### src/rtl/calc_op_sequencer.sv
// Calculator operation sequencer: decodes button presses, launches the ALU,
// waits for completion or timeout, writes the result to memory and shows it.
module calc_op_sequencer #(
  parameter int          TIMEOUT  = 32,
  parameter logic [15:0] ERR_CODE = 16'hFFFF
) (
  input  logic        clk,
  input  logic        reset_n,
  input  logic        add,
  input  logic        subtract,
  input  logic        multiply,
  input  logic        divide,
  input  logic        clear,
  input  logic [15:0] sw,
  output logic        alu_start,
  output logic [1:0]  alu_opcode,
  output logic [7:0]  alu_a,
  output logic [7:0]  alu_b,
  input  logic        alu_done,
  input  logic [15:0] alu_result,
  output logic        mem_we,
  output logic        mem_oe,
  output logic [1:0]  mem_addr,
  output logic [15:0] mem_wdata,
  output logic        busy,
  output logic        err
);

  localparam logic [1:0] OP_MUL = 2'd0;
  localparam logic [1:0] OP_DIV = 2'd1;
  localparam logic [1:0] OP_SUB = 2'd2;
  localparam logic [1:0] OP_ADD = 2'd3;
  localparam int         CNT_W  = $clog2(TIMEOUT + 1);

  typedef enum logic [2:0] {
    S_IDLE,
    S_LAUNCH,
    S_WAIT,
    S_WRITE,
    S_SHOW
  } state_t;

  state_t           state;
  logic [CNT_W-1:0] count;
  logic             pend_vld;
  logic [1:0]       pend_op;
  logic             req_vld;
  logic [1:0]       req_op;
  logic             take_vld;
  logic [1:0]       take_op;

  // Fixed-priority decode of the op buttons; clear is handled separately.
  always_comb begin
    req_vld = 1'b1;
    req_op  = OP_ADD;
    if (add)           req_op = OP_ADD;
    else if (subtract) req_op = OP_SUB;
    else if (multiply) req_op = OP_MUL;
    else if (divide)   req_op = OP_DIV;
    else               req_vld = 1'b0;
  end

  // A fresh press in IDLE/SHOW supersedes whatever is still pending.
  always_comb begin
    take_vld = req_vld | pend_vld;
    take_op  = req_vld ? req_op : pend_op;
  end

  always_ff @(posedge clk) begin
    if (!reset_n) begin
      state      <= S_IDLE;
      count      <= '0;
      pend_vld   <= 1'b0;
      pend_op    <= 2'd0;
      alu_start  <= 1'b0;
      alu_opcode <= 2'd0;
      alu_a      <= 8'd0;
      alu_b      <= 8'd0;
      mem_we     <= 1'b0;
      mem_oe     <= 1'b1;
      mem_addr   <= 2'd0;
      mem_wdata  <= 16'd0;
      busy       <= 1'b0;
      err        <= 1'b0;
    end else begin
      alu_start <= 1'b0;
      if (busy && req_vld) begin
        pend_vld <= 1'b1;
        pend_op  <= req_op;
      end

      if (clear) begin
        state     <= S_WRITE;
        busy      <= 1'b1;
        pend_vld  <= 1'b0;
        mem_we    <= 1'b1;
        mem_oe    <= 1'b0;
        mem_addr  <= 2'd0;
        mem_wdata <= 16'd0;
        err       <= 1'b0;
      end else begin
        case (state)
          S_IDLE, S_SHOW: begin
            if (take_vld) begin
              pend_vld   <= 1'b0;
              alu_opcode <= take_op;
              alu_a      <= sw[15:8];
              alu_b      <= sw[7:0];
              busy       <= 1'b1;
              mem_oe     <= 1'b0;
              if (take_op == OP_DIV && sw[7:0] == 8'd0) begin
                // Divide by zero never reaches the ALU.
                state     <= S_WRITE;
                mem_we    <= 1'b1;
                mem_addr  <= take_op;
                mem_wdata <= ERR_CODE;
                err       <= 1'b1;
              end else begin
                state     <= S_LAUNCH;
                alu_start <= 1'b1;
              end
            end
          end

          S_LAUNCH: begin
            state <= S_WAIT;
            count <= CNT_W'(1);
          end

          S_WAIT: begin
            // alu_done is checked first so a completion on the last cycle wins.
            if (alu_done) begin
              state     <= S_WRITE;
              mem_we    <= 1'b1;
              mem_addr  <= alu_opcode;
              mem_wdata <= alu_result;
            end else if (count == CNT_W'(TIMEOUT)) begin
              state     <= S_WRITE;
              mem_we    <= 1'b1;
              mem_addr  <= alu_opcode;
              mem_wdata <= ERR_CODE;
              err       <= 1'b1;
            end else begin
              count <= count + CNT_W'(1);
            end
          end

          S_WRITE: begin
            state  <= S_SHOW;
            busy   <= 1'b0;
            mem_we <= 1'b0;
            mem_oe <= 1'b1;
          end

          default: begin
            state <= S_IDLE;
            busy  <= 1'b0;
          end
        endcase
      end
    end
  end

endmodule

### config.mk
export PLATFORM = sky130hd
export DESIGN_NAME = calc_op_sequencer
export DESIGN_NICKNAME = d
export VERILOG_FILES = /design/src/rtl/calc_op_sequencer.sv
export SDC_FILE = /design/constraint.sdc
export NUM_CORES = 1
export LEC_CHECK = 0
export ABC_AREA = 1
export CAP_MARGIN = 20
export CORE_ASPECT_RATIO = 0.8
export CORE_MARGIN = 2
export CORE_UTILIZATION = 35
export DETAILED_ROUTE_END_ITERATION = 10
export HOLD_SLACK_MARGIN = 0.06
export MAX_ROUTING_LAYER = met4
export PLACE_DENSITY_LB_ADDON = 0.05
export SLEW_MARGIN = 0
export SYNTH_ARGS = -nofsm -noshare
export SYNTH_HDL_FRONTEND = slang
export SYNTH_SLANG_ARGS = --single-unit
### constraint.sdc
create_clock -name clk -period 2 [get_ports clk]
set_clock_uncertainty 0.15 [all_clocks]
set_input_delay 0.3 -clock clk [delete_from_list [all_inputs] [get_ports clk]]
set_output_delay 0.3 -clock clk [all_outputs]
set_load 0.1 [all_outputs]
==> summary.md, run 1 <==
| Metric | Value |
|---|---|
| Hold EP | `mem_wdata[2]` |
| Later-pin clock latency in the skew report | `0.30 ns` |
| Critical Path AT | `1.78 ns` |
| Final WL | `5519 µm` |
| # resized after CTS | `0` |
| Clk slew on worst S/H paths | `~0.090 ns` |
| DR vias/cell | `4.492` |
| Lkg Pwr | `0.001341 µW` |
| CP max stage delay | `0.39 ns` |
| Num ports | `81` |
| Average size of a mapped cell | `7.757 µm²` |
| Synth cell types | `33` |
| Global-route usage over all layers | `0.1621` |
| Synth Instances | `305` |
| Area of the mapped netlist | `~0.0024 mm²` |
| R2R depth | `9` |
| Asr flop ratio synth | `0` |
| CP bufs+invs | `3` |
| Antenna violations before repair | `0` |
| Clock Sinks | `53` |
| TritonCTS clock tree | `yes` |
| Post-synth net total | `between 300 and 400` |
| Power density cells | `820.5 mW/mm²` |
| Initial core utilization | `0.3655` |
| Dpl hpwl | `4165 µm` |
| Final net count | `433` |
| CTS root buf | `clkbuf_8` |
| Post-synth top area share | `0.4484` |
| Top post-synthesis cells by area | `dfxtp_1 45%, nor2_1 8.9%, o21ai_0 6.6%` |
| # diodes | `0` |
| Worst-Margin Slew | `0.3071 ns` |
| Fill cells | `roughly 690` |
| Tot Pwr | `2683 µW` |
| Port Buffers | `80` |
| Area Growth Syn to Fin | `38.18%` |
| Critical-path cell list | `inv_2, nand2_4, clkinv_4, nand2_4, nand2_2, a21oi_4, inv_2, nand2_1, a21oi_1` |
| Hold Path Class | `reg2reg` |
| Die area | `approximately 0.0074 mm²` |
| RSZ-0062 raised after global routing | `false` |
| Crit path max fanout | `18` |
| Initial DRC Count | `73` |
| Synthesized flop and latch total | `53` |
| Post-route ant nets | `0` |
| Setup tns final | `0 ns` |
| Core area | `about 0.0065 mm²` |
| Count leader, synth | `nor2_1` |
| Post-cts hold buffer count | `0` |
| Fmax | `between 500 and 600 MHz` |
| Drt first pass iters | `4` |
| Commonest cells in the netlist | `56 x nor2_1, 53 x dfxtp_1, 35 x nand2_1, 31 x o21ai_0, 28 x inv_1` |
| First-pass GRT wire length | `9273 µm` |
| Routability cong. | `0.7954` |
| Post-synth top area cell | `dfxtp_1` |
| CTS Buf Count | `5` |
| Die width | `95.93 µm` |
| Hold wc startpoint | `mem_wdata[2]` |
| CP delay by family, top | `simple AND/OR/NAND/NOR gates` |
| Status | `finished, final reports clean` |
| Worst relative slew slack | `0.7950` |
| VDD IR max | `296.8 µV` |
| Post-DR wirelength/cell | `roughly 12 µm` |
| Seq/Total Area, Yosys | `0.4484` |
| Worst reg2reg setup slack | `0.26 ns` |
| CP Data Required Time | `2.04 ns` |
| Max-slew violations | `0` |
| Largest net degree at the start of global routing | `20` |
| Row cnt | `26` |
| Gr ovfl total | `0` |
| Crit share post-route | `0.8696` |
| CP max-delay cell | `dfxtp_1` |
| Post-CTS Setup Repair Bufs | `0` |
| Fin. Hold Viols | `0` |
| CTS Buffer Depth | `2` |
| Crit end category | `flip-flop` |
| Crit path kind | `reg2reg` |
| MaxCap Viol Count | `0` |
| Min cycle time layout | `1.739 ns` |
| Layout cells sized above 1 | `0.2449` |
| FF-to-FF End | `count[1]` |
| DRC Markers | `0` |
| H-tree depth | `2` |
| Main synth FF type | `dfxtp_1` |
| Final Setup Violations | `0` |
| Die H | `77.54 µm` |
| Ys Warns | `0` |
| Min-Delay Path Depth | `2` |
| Reg-to-reg startpoint | `state[0]` |
| Total vias in the final route | `2138` |
| Number of synthesized flops with an enable pin | `0` |
| Vias in the first global route | `2068` |
| CP startpoint kind | `flip-flop` |
-- flip-flops by register name, indices dropped and copies added, names as in the netlist --
register,count
alu_a,8
alu_b,8
alu_opcode,2
alu_start,1
busy,1
count,6
err,1
mem_addr,2
mem_oe,1
mem_wdata,16
mem_we,1
pend_op,2
pend_vld,1
state,3
-- layout by cell type, fill, tap and decap left out, drive strengths merged --
cell type,synthesis,final
xnor2,2,2
clkbuf,1,6
a21oi,37,37
nand3,8,8
buf,8,49
and3,1,1
o21ai,41,41
nand3b,1,1
nand2,44,44
inv,37,38
nor2,62,62
nor3,1,1
clkdlybuf4s50,0,39
a31o,1,1
xor2,2,2
clkinv,1,2
a31oi,1,1
nand4,2,2
ha,2,2
dfxtp,53,53
-- final cells by class --
cell class / instances / area, µm² / area share
Multi-Input combinational cell: 205 / 1084 / 0.3314
Sequential cell: 53 / 1061 / 0.3245
Timing Repair Buffer: 88 / 783.3 / 0.2396
Inverter: 38 / 150.1 / 0.04592
Tap cell: 84 / 105.1 / 0.03215
Clock buffer: 6 / 72.57 / 0.02220
Clock inverter: 2 / 13.76 / 0.004210
-- cell families after synthesis --
family,Yosys count,synth area share
and+or+nand+nor,119,0.2390
buffers and inverters,47,0.09360
DFF,53,0.4484
AOI/OAI and AO/OA,80,0.1936
adders and majority gates,2,0.01057
xor gates and xnor gates,4,0.01481
-- worst max path at each step --
stage               startpoint      endpoint  slack, ns  depth (start not counted)
finish                state[0]      count[1]       0.26                          9
global route          state[2]      count[0]       0.09                          9
CTS                   state[0]      count[3]       0.24                          9
detailed placement    subtract  mem_wdata[0]      -0.06                          9
global placement      subtract  mem_wdata[2]      -0.02                          9
floorplan                 busy    pend_op[0]       0.38                          3
-- metal layers --
metal	vias to the layer above	global-route usage	wire length, µm
li1	1150	-	-
met1	940	0.2093	2759
met2	44	0.2469	2441
met3	4	0.03786	263
met4	0	0.06000	55
met5	-	-	0
-- tightest hold or removal path, stage by stage, from the launching register on --
cell and delay (ns):
dfxtp_1 0.32, inv_1 0.05, a21oi_1 0.05
-- per-stage QoR --
| step | hold slack, ns | setup WS (ns) | utilization | instances | instance area [µm²] |
|---|---|---|---|---|---|
| 2_1_floorplan | 0.2884 | 0.3784 | - | 305 | 2366 |
| 3_3_place_gp | 0.2899 | -0.02386 | 0.4917 | 468 | 3183 |
| 3_5_place_dp | 0.2898 | -0.06464 | 0.4917 | 468 | 3183 |
| 4_1_cts | 0.3043 | 0.2378 | 0.5050 | 476 | 3269 |
| 5_1_grt | 0.3250 | 0.09105 | 0.5050 | 476 | 3269 |
| 6_report | 0.3025 | 0.2607 | 0.5050 | 476 | 3269 |
-- power by group --
part           switching [µW]  internal [µW]
registers                42.5           1130
clock network             350            250
logic                     663            251
(Power assumes the default switching activity.)
==> run 2, diff against run 1 <==
--- a/config.mk
+++ b/config.mk
@@ -8,12 +8,12 @@
 export ABC_AREA = 1
 export CAP_MARGIN = 20
 export CORE_ASPECT_RATIO = 0.8
-export CORE_MARGIN = 2
 export CORE_UTILIZATION = 35
 export DETAILED_ROUTE_END_ITERATION = 10
 export HOLD_SLACK_MARGIN = 0.06
 export MAX_ROUTING_LAYER = met4
 export PLACE_DENSITY_LB_ADDON = 0.05
+export SKIP_LAST_GASP = 1
 export SLEW_MARGIN = 0
 export SYNTH_ARGS = -nofsm -noshare
 export SYNTH_HDL_FRONTEND = slang
==> run 2 against run 1 <==
  * Routed wire length is 3.5% higher
  * Cell count increased by 0.21%
  * Register-to-register slack worse by 0.04 ns
  * Count of clock-buffer cells in the layout rose by 1
  * Total power grew 6.1%
  * Sequential power hardly changed
  * Largest cell class unchanged
==> summary.md, run 2 (synthesis gave the netlist of run 1 again) <==
| Metric | Value |
|---|---|
| Crit path kind | `reg2reg` |
| Biggest regs | `mem_wdata (16), alu_a (8), alu_b (8)` |
| Reg-to-reg startpoint | `state[0]` |
| RSZ-0062 raised after global routing | `false` |
| Commonest non-fill, non-tap cell in the layout | `nor2_1` |
| Largest Register | `mem_wdata` |
| H-tree depth | `2 (unchanged)` |
| Fin cells | `477 (+0.21%)` |
| Met3 usage | `0.05589 (+0.01802)` |
| First-pass GRT wire length | `9453 µm (+1.9%)` |
| Routability cong. | `0.7977 (+0.29%)` |
| Initial DRC Count | `75 (+2.7%)` |
| Initial core utilization | `0.3655 (unchanged)` |
| # resized after CTS | `0 (unchanged)` |
| Vias in the first global route | `2055 (-0.63%)` |
| Hold EP | `mem_wdata[1]` |
| Number of flip-flops in the largest register | `16 (unchanged)` |
| Area Growth Syn to Fin | `39.24%` |
| Gr ovfl total | `0 (unchanged)` |
| Port Buffers | `80 (unchanged)` |
| CP delay by family, top | `simple AND/OR/NAND/NOR gates` |
| Worst reg2reg setup slack | `0.22 ns (-0.04 ns)` |
| CP startpoint kind | `flip-flop` |
| Dpl hpwl | `4130 µm (-0.84%)` |
| Post-DR wirelength/cell | `11.98 µm (+3.3%)` |
| Worst relative slew slack | `0.7812 (-0.01373)` |
| MaxCap Viol Count | `0 (unchanged)` |
| Placed Instance Area | `0.003178 mm² (-0.16%)` |
| M2 GR Usage | `0.2758 (+0.02890)` |
| Setup tns final | `0 ns (unchanged)` |
| Critical Path AT | `1.83 ns (+0.05 ns)` |
| Max-slew violations | `0 (unchanged)` |
| CTS Buf Count | `5 (unchanged)` |
| Status | `finished, final reports clean` |
| Fmax | `562.4 MHz (-2.2%)` |
| R2R depth | `9 (unchanged)` |
| Hold wc startpoint | `mem_wdata[1]` |
| DR vias/cell | `4.543 (+1.1%)` |
| Post-route ant nets | `0 (unchanged)` |
| Clock Sinks | `53 (unchanged)` |
| Tot Pwr | `2847 µW (+6.1%)` |
| CP Data Required Time | `2.05 ns (about the same)` |
| CTS root buf | `clkbuf_8` |
| VDD IR max | `378.7 µV (+28%)` |
| Largest net degree at the start of global routing | `20 (unchanged)` |
| Worst-Margin Slew | `0.3277 ns (+0.02056 ns)` |
| Final WL | `5714 µm (+3.5%)` |
| Later-pin clock latency in the skew report | `0.31 ns (about the same)` |
| Crit path max fanout | `18 (unchanged)` |
| Num ports | `81 (unchanged)` |
| DRC Markers | `0 (unchanged)` |
| Fill cells | `646 (-6.0%)` |
| Layout cells sized above 1 | `0.2468 (+0.001921)` |
| CTS Buffer Depth | `2 (unchanged)` |
| Final net count | `434 (+0.23%)` |
| Power density cells | `864.1 mW/mm² (+5.3%)` |
| Lkg Pwr | `0.001356 µW (+1.1%)` |
| Commonest cells after routing, fill and taps aside | `56 x nor2_1, 53 x dfxtp_1, 49 x buf_4, 39 x clkdlybuf4s50_1, 35 x nand2_1` |
| Drt first pass iters | `4 (unchanged)` |
| Hold Path Class | `reg2reg` |
| # diodes | `0 (unchanged)` |
| Min cycle time layout | `1.778 ns (+0.03873 ns)` |
| Die H | `75.54 µm (-2.6%)` |
| Final Setup Violations | `0 (unchanged)` |
| Crit end category | `flip-flop` |
| Post-cts hold buffer count | `0 (unchanged)` |
| Critical-path cell list | `inv_2, nand2_4, clkinv_4, nand2_4, nand2_2, a21oi_4, inv_2, nand2_1, a21oi_1` |
| Met1 usage | `0.2288 (+0.01948)` |
| CP max stage delay | `0.39 ns (about the same)` |
| # placed instances | `469 (+0.21%)` |
| Global-route usage over all layers | `0.1790 (+0.01690)` |
| Row cnt | `26 (unchanged)` |
| CP bufs+invs | `3 (unchanged)` |
| Fin Hold WS | `0.3040 ns (+0.001476 ns)` |
| Fin. Hold Viols | `0 (unchanged)` |
| Total vias in the final route | `2167 (+1.4%)` |
| Post-CTS Setup Repair Bufs | `0 (unchanged)` |
| FF-to-FF End | `count[2]` |
| Min-Delay Path Depth | `2 (unchanged)` |
| GRT Max-Usage Layer | `met2` |
| Core area | `0.006474 mm² (unchanged)` |
| Fin area | `0.003294 mm² (+0.77%)` |
| TritonCTS clock tree | `yes` |
| Clk slew on worst S/H paths | `0.09 ns (about the same)` |
| Crit share post-route | `0.8890 (+0.01937)` |
| Die width | `93.93 µm (-2.1%)` |
| CP max-delay cell | `dfxtp_1` |
| Antenna violations before repair | `0 (unchanged)` |
| Die area | `0.007095 mm² (-4.6%)` |
[run 2: changes by cell type in the layout (fill, tap and decap cells not counted), sizes merged]
cell / change
clkinv: -1
clkbuf: +1
inv: -1
buf: +1
bufinv: +1
[run 2: layer usage]
layer / vias up / part of all wire
met1: 961 / 0.51
met3: 4 / 0.053
met2: 53 / 0.43
met4: 0 / 0.0079
met5: - / 0
li1: 1149 / -
[run 2: worst max-delay path by stage]
stage | start | to | slack [ns] | depth (start not counted)
after floorplan | busy | pend_op[0] | 0.38 | 3
after global placement | subtract | mem_wdata[1] | -0.03 | 9
after detailed placement | subtract | mem_wdata[5] | -0.07 | 9
after CTS | state[0] | count[2] | 0.21 | 9
after global routing | state[2] | count[5] | 0.07 | 9
final | state[0] | count[2] | 0.22 | 9
[run 2: power breakdown]
part,total [µW],switching [µW],leakage [µW],internal [µW]
registers,1170,42.9,0.000434,1130
logic,919,669,0.000864,250
clock network,760,351,0.0000585,409
[run 2: layout make-up]
type                       count  area (µm²)  area share
timing repair buffer          89       778.2      0.2362
tap                           84       105.1     0.03190
sequential                    53        1061      0.3221
multi-input combinational    205        1084      0.3289
clock buffer                   7       86.33     0.02621
inverter                      38       150.1     0.04558
clock inverter                 1       30.03    0.009115
[run 2: per-stage QoR]
step                      setup slack, ns  utilization
after floorplan                    0.3784            -
after global placement           -0.02764       0.4909
after detailed placement         -0.07191       0.4909
after CTS                          0.2145       0.5089
after global routing              0.06523       0.5089
final                              0.2220       0.5089
[run 2: worst min-delay path: cells and delay by family (launching register included)]
family | cells | cell delay [ns]
AOI/OAI and AO/OA | 1 | 0.05
buffers and inverters | 1 | 0.04
DFF | 1 | 0.32
==> run 3, diff against run 2 <==
--- a/config.mk
+++ b/config.mk
@@ -12,7 +12,6 @@
 export DETAILED_ROUTE_END_ITERATION = 10
 export HOLD_SLACK_MARGIN = 0.06
 export MAX_ROUTING_LAYER = met4
-export PLACE_DENSITY_LB_ADDON = 0.05
 export SKIP_LAST_GASP = 1
 export SLEW_MARGIN = 0
 export SYNTH_ARGS = -nofsm -noshare
==> run 3 against run 2 <==
  * Fmax grew 0.57%
  * Sequential power is essentially flat
  * Total power shrank 5.6%
  * Critical path depth is the same
  * Hold slack gained 0.00090 ns
  * Die area is the same
  * Routed wire length shrank 4.2%
  * Cell count grew 0.21%
  * Setup slack gained 0.010 ns
  * Via count shrank 1.4%
  * Sequential share of layout area grew 0.22 points
  * Largest power group unchanged
==> summary.md, run 3 (synthesis gave the netlist of run 1 again) <==
| Metric | Value |
|---|---|
| Row cnt | `26 (unchanged)` |
| Max-slew violations | `0 (unchanged)` |
| Antenna violations before repair | `0 (unchanged)` |
| Global-route usage over all layers | `0.1697 (-0.009305)` |
| Power density cells | `821.3 mW/mm² (-5.0%)` |
| Hold Path Class | `reg2reg` |
| First-pass GRT wire length | `9108 µm (-3.6%)` |
| Setup tns final | `0 ns (unchanged)` |
| TritonCTS clock tree | `yes` |
| Fin. Hold Viols | `0 (unchanged)` |
| Largest net degree at the start of global routing | `20 (unchanged)` |
| Routability cong. | `0.7565 (-5.2%)` |
| Biggest regs | `mem_wdata (16), alu_a (8), alu_b (8)` |
| Initial core utilization | `0.3655 (unchanged)` |
| Finished Core Util | `0.5054 (-0.003479)` |
| Post-DR wirelength/cell | `11.45 µm (-4.4%)` |
| Die area | `0.007095 mm² (unchanged)` |
| Crit path kind | `reg2reg` |
| CTS Buffer Depth | `2 (unchanged)` |
| Post-cts hold buffer count | `0 (unchanged)` |
| Post-CTS Setup Repair Bufs | `0 (unchanged)` |
| Crit end category | `flip-flop` |
| Total vias in the final route | `2136 (-1.4%)` |
| Later-pin clock latency in the skew report | `0.31 ns (about the same)` |
| Fin area | `0.003272 mm² (-0.68%)` |
| DR vias/cell | `4.469 (-1.6%)` |
| # resized after CTS | `0 (unchanged)` |
| Clk slew on worst S/H paths | `0.10 ns (about the same)` |
| Area Growth Syn to Fin | `38.29%` |
| Layout cells sized above 1 | `0.2487 (+0.001912)` |
| Final Setup Violations | `0 (unchanged)` |
| Final net count | `435 (+0.23%)` |
| MaxCap Viol Count | `0 (unchanged)` |
| Lkg Pwr | `0.001347 µW (-0.70%)` |
| Largest Register | `mem_wdata` |
| Placed Instance Area | `0.003186 mm² (+0.24%)` |
| Crit share post-route | `0.8840 (-0.005027)` |
| Drt first pass iters | `4 (unchanged)` |
| CTS root buf | `clkbuf_8` |
| Min-Delay Path Depth | `2 (unchanged)` |
| CP startpoint kind | `flip-flop` |
| DRC Markers | `0 (unchanged)` |
| CP max stage delay | `0.40 ns (about the same)` |
| R2R depth | `9 (unchanged)` |
| Critical Path AT | `1.81 ns (-0.02 ns)` |
| VDD IR max | `327.2 µV (-14%)` |
| # diodes | `0 (unchanged)` |
| Commonest cells after routing, fill and taps aside | `56 x nor2_1, 53 x dfxtp_1, 50 x buf_4, 39 x clkdlybuf4s50_1, 35 x nand2_1` |
| Initial DRC Count | `79 (+5.3%)` |
| RSZ-0062 raised after global routing | `false` |
| Min cycle time layout | `1.768 ns (-0.01005 ns)` |
| Die width | `93.93 µm (unchanged)` |
| H-tree depth | `2 (unchanged)` |
| Number of flip-flops in the largest register | `16 (unchanged)` |
| Worst relative slew slack | `0.8009 (+0.01964)` |
| Clock Sinks | `53 (unchanged)` |
| Worst-Margin Slew | `0.2983 ns (-0.02942 ns)` |
| Num ports | `81 (unchanged)` |
| Gr ovfl total | `0 (unchanged)` |
| Crit path max fanout | `18 (unchanged)` |
| Fmax | `565.6 MHz (+0.57%)` |
| CP Data Required Time | `2.04 ns (about the same)` |
| Fin Hold WS | `0.3049 ns (+0.0008990 ns)` |
| Port Buffers | `80 (unchanged)` |
| Status | `finished, final reports clean` |
| Commonest non-fill, non-tap cell in the layout | `nor2_1` |
| Vias in the first global route | `1957 (-4.8%)` |
| Die H | `75.54 µm (unchanged)` |
| Dpl hpwl | `4097 µm (-0.80%)` |
| CP max-delay cell | `dfxtp_1` |
| Final WL | `5474 µm (-4.2%)` |
| CTS Buf Count | `5 (unchanged)` |
| Core area | `0.006474 mm² (unchanged)` |
| Post-route ant nets | `0 (unchanged)` |
| Critical-path cell list | `inv_2, nand2_4, clkinv_4, nand2_4, nand2_2, a21oi_4, inv_2, nand2_1, a21oi_1` |
run 3: power breakdown:
part           switching, µW  internal [µW]  total [µW]
Combinational            663            251         913
Clock                    354            250         604
Sequential              43.9           1130        1170
run 3: worst paths after layout:
path / startpoint / endpoint / slack (ns)
min reg2reg: mem_wdata[2] / mem_wdata[2] / 0.30
max reg2reg: state[0] / count[5] / 0.23
min: mem_wdata[2] / mem_wdata[2] / 0.30
max: state[0] / count[5] / 0.23
run 3: through the flow:
stage          worst slack [ns]  total power, µW  instances
2_1_floorplan            0.3784             1874        305
3_3_place_gp           0.001085             2109        470
3_5_place_dp           -0.03858             2110        470
4_1_cts                  0.2260             2711        478
5_1_grt                 0.09508             2824        478
6_report                 0.2320             2687        478
run 3: area by class of cell:
cell class                 instances  area (µm²)
fill                             636        3202
multi-input combinational        205        1084
sequential                        53        1061
timing repair buffer              90       785.8
inverter                          38       150.1
tap                               84       105.1
clock buffer                       6       72.57
clock inverter                     2       13.76
run 3: layer usage:
layer / share of wire / vias to the layer above / global-route usage
met5: 0 / - / -
met4: 0.0099 / 0 / 0.05128
met3: 0.052 / 8 / 0.04391
met2: 0.42 / 46 / 0.2522
met1: 0.52 / 930 / 0.2268
li1: - / 1152 / -
run 3: worst max-delay path, delay by kind of cell (launching register included):
| family | cells | cell delay, ns |
|---|---|---|
| simple gates | 4 | 0.49 |
| compound gates | 2 | 0.28 |
| flops | 1 | 0.40 |
| buf+inv | 3 | 0.31 |
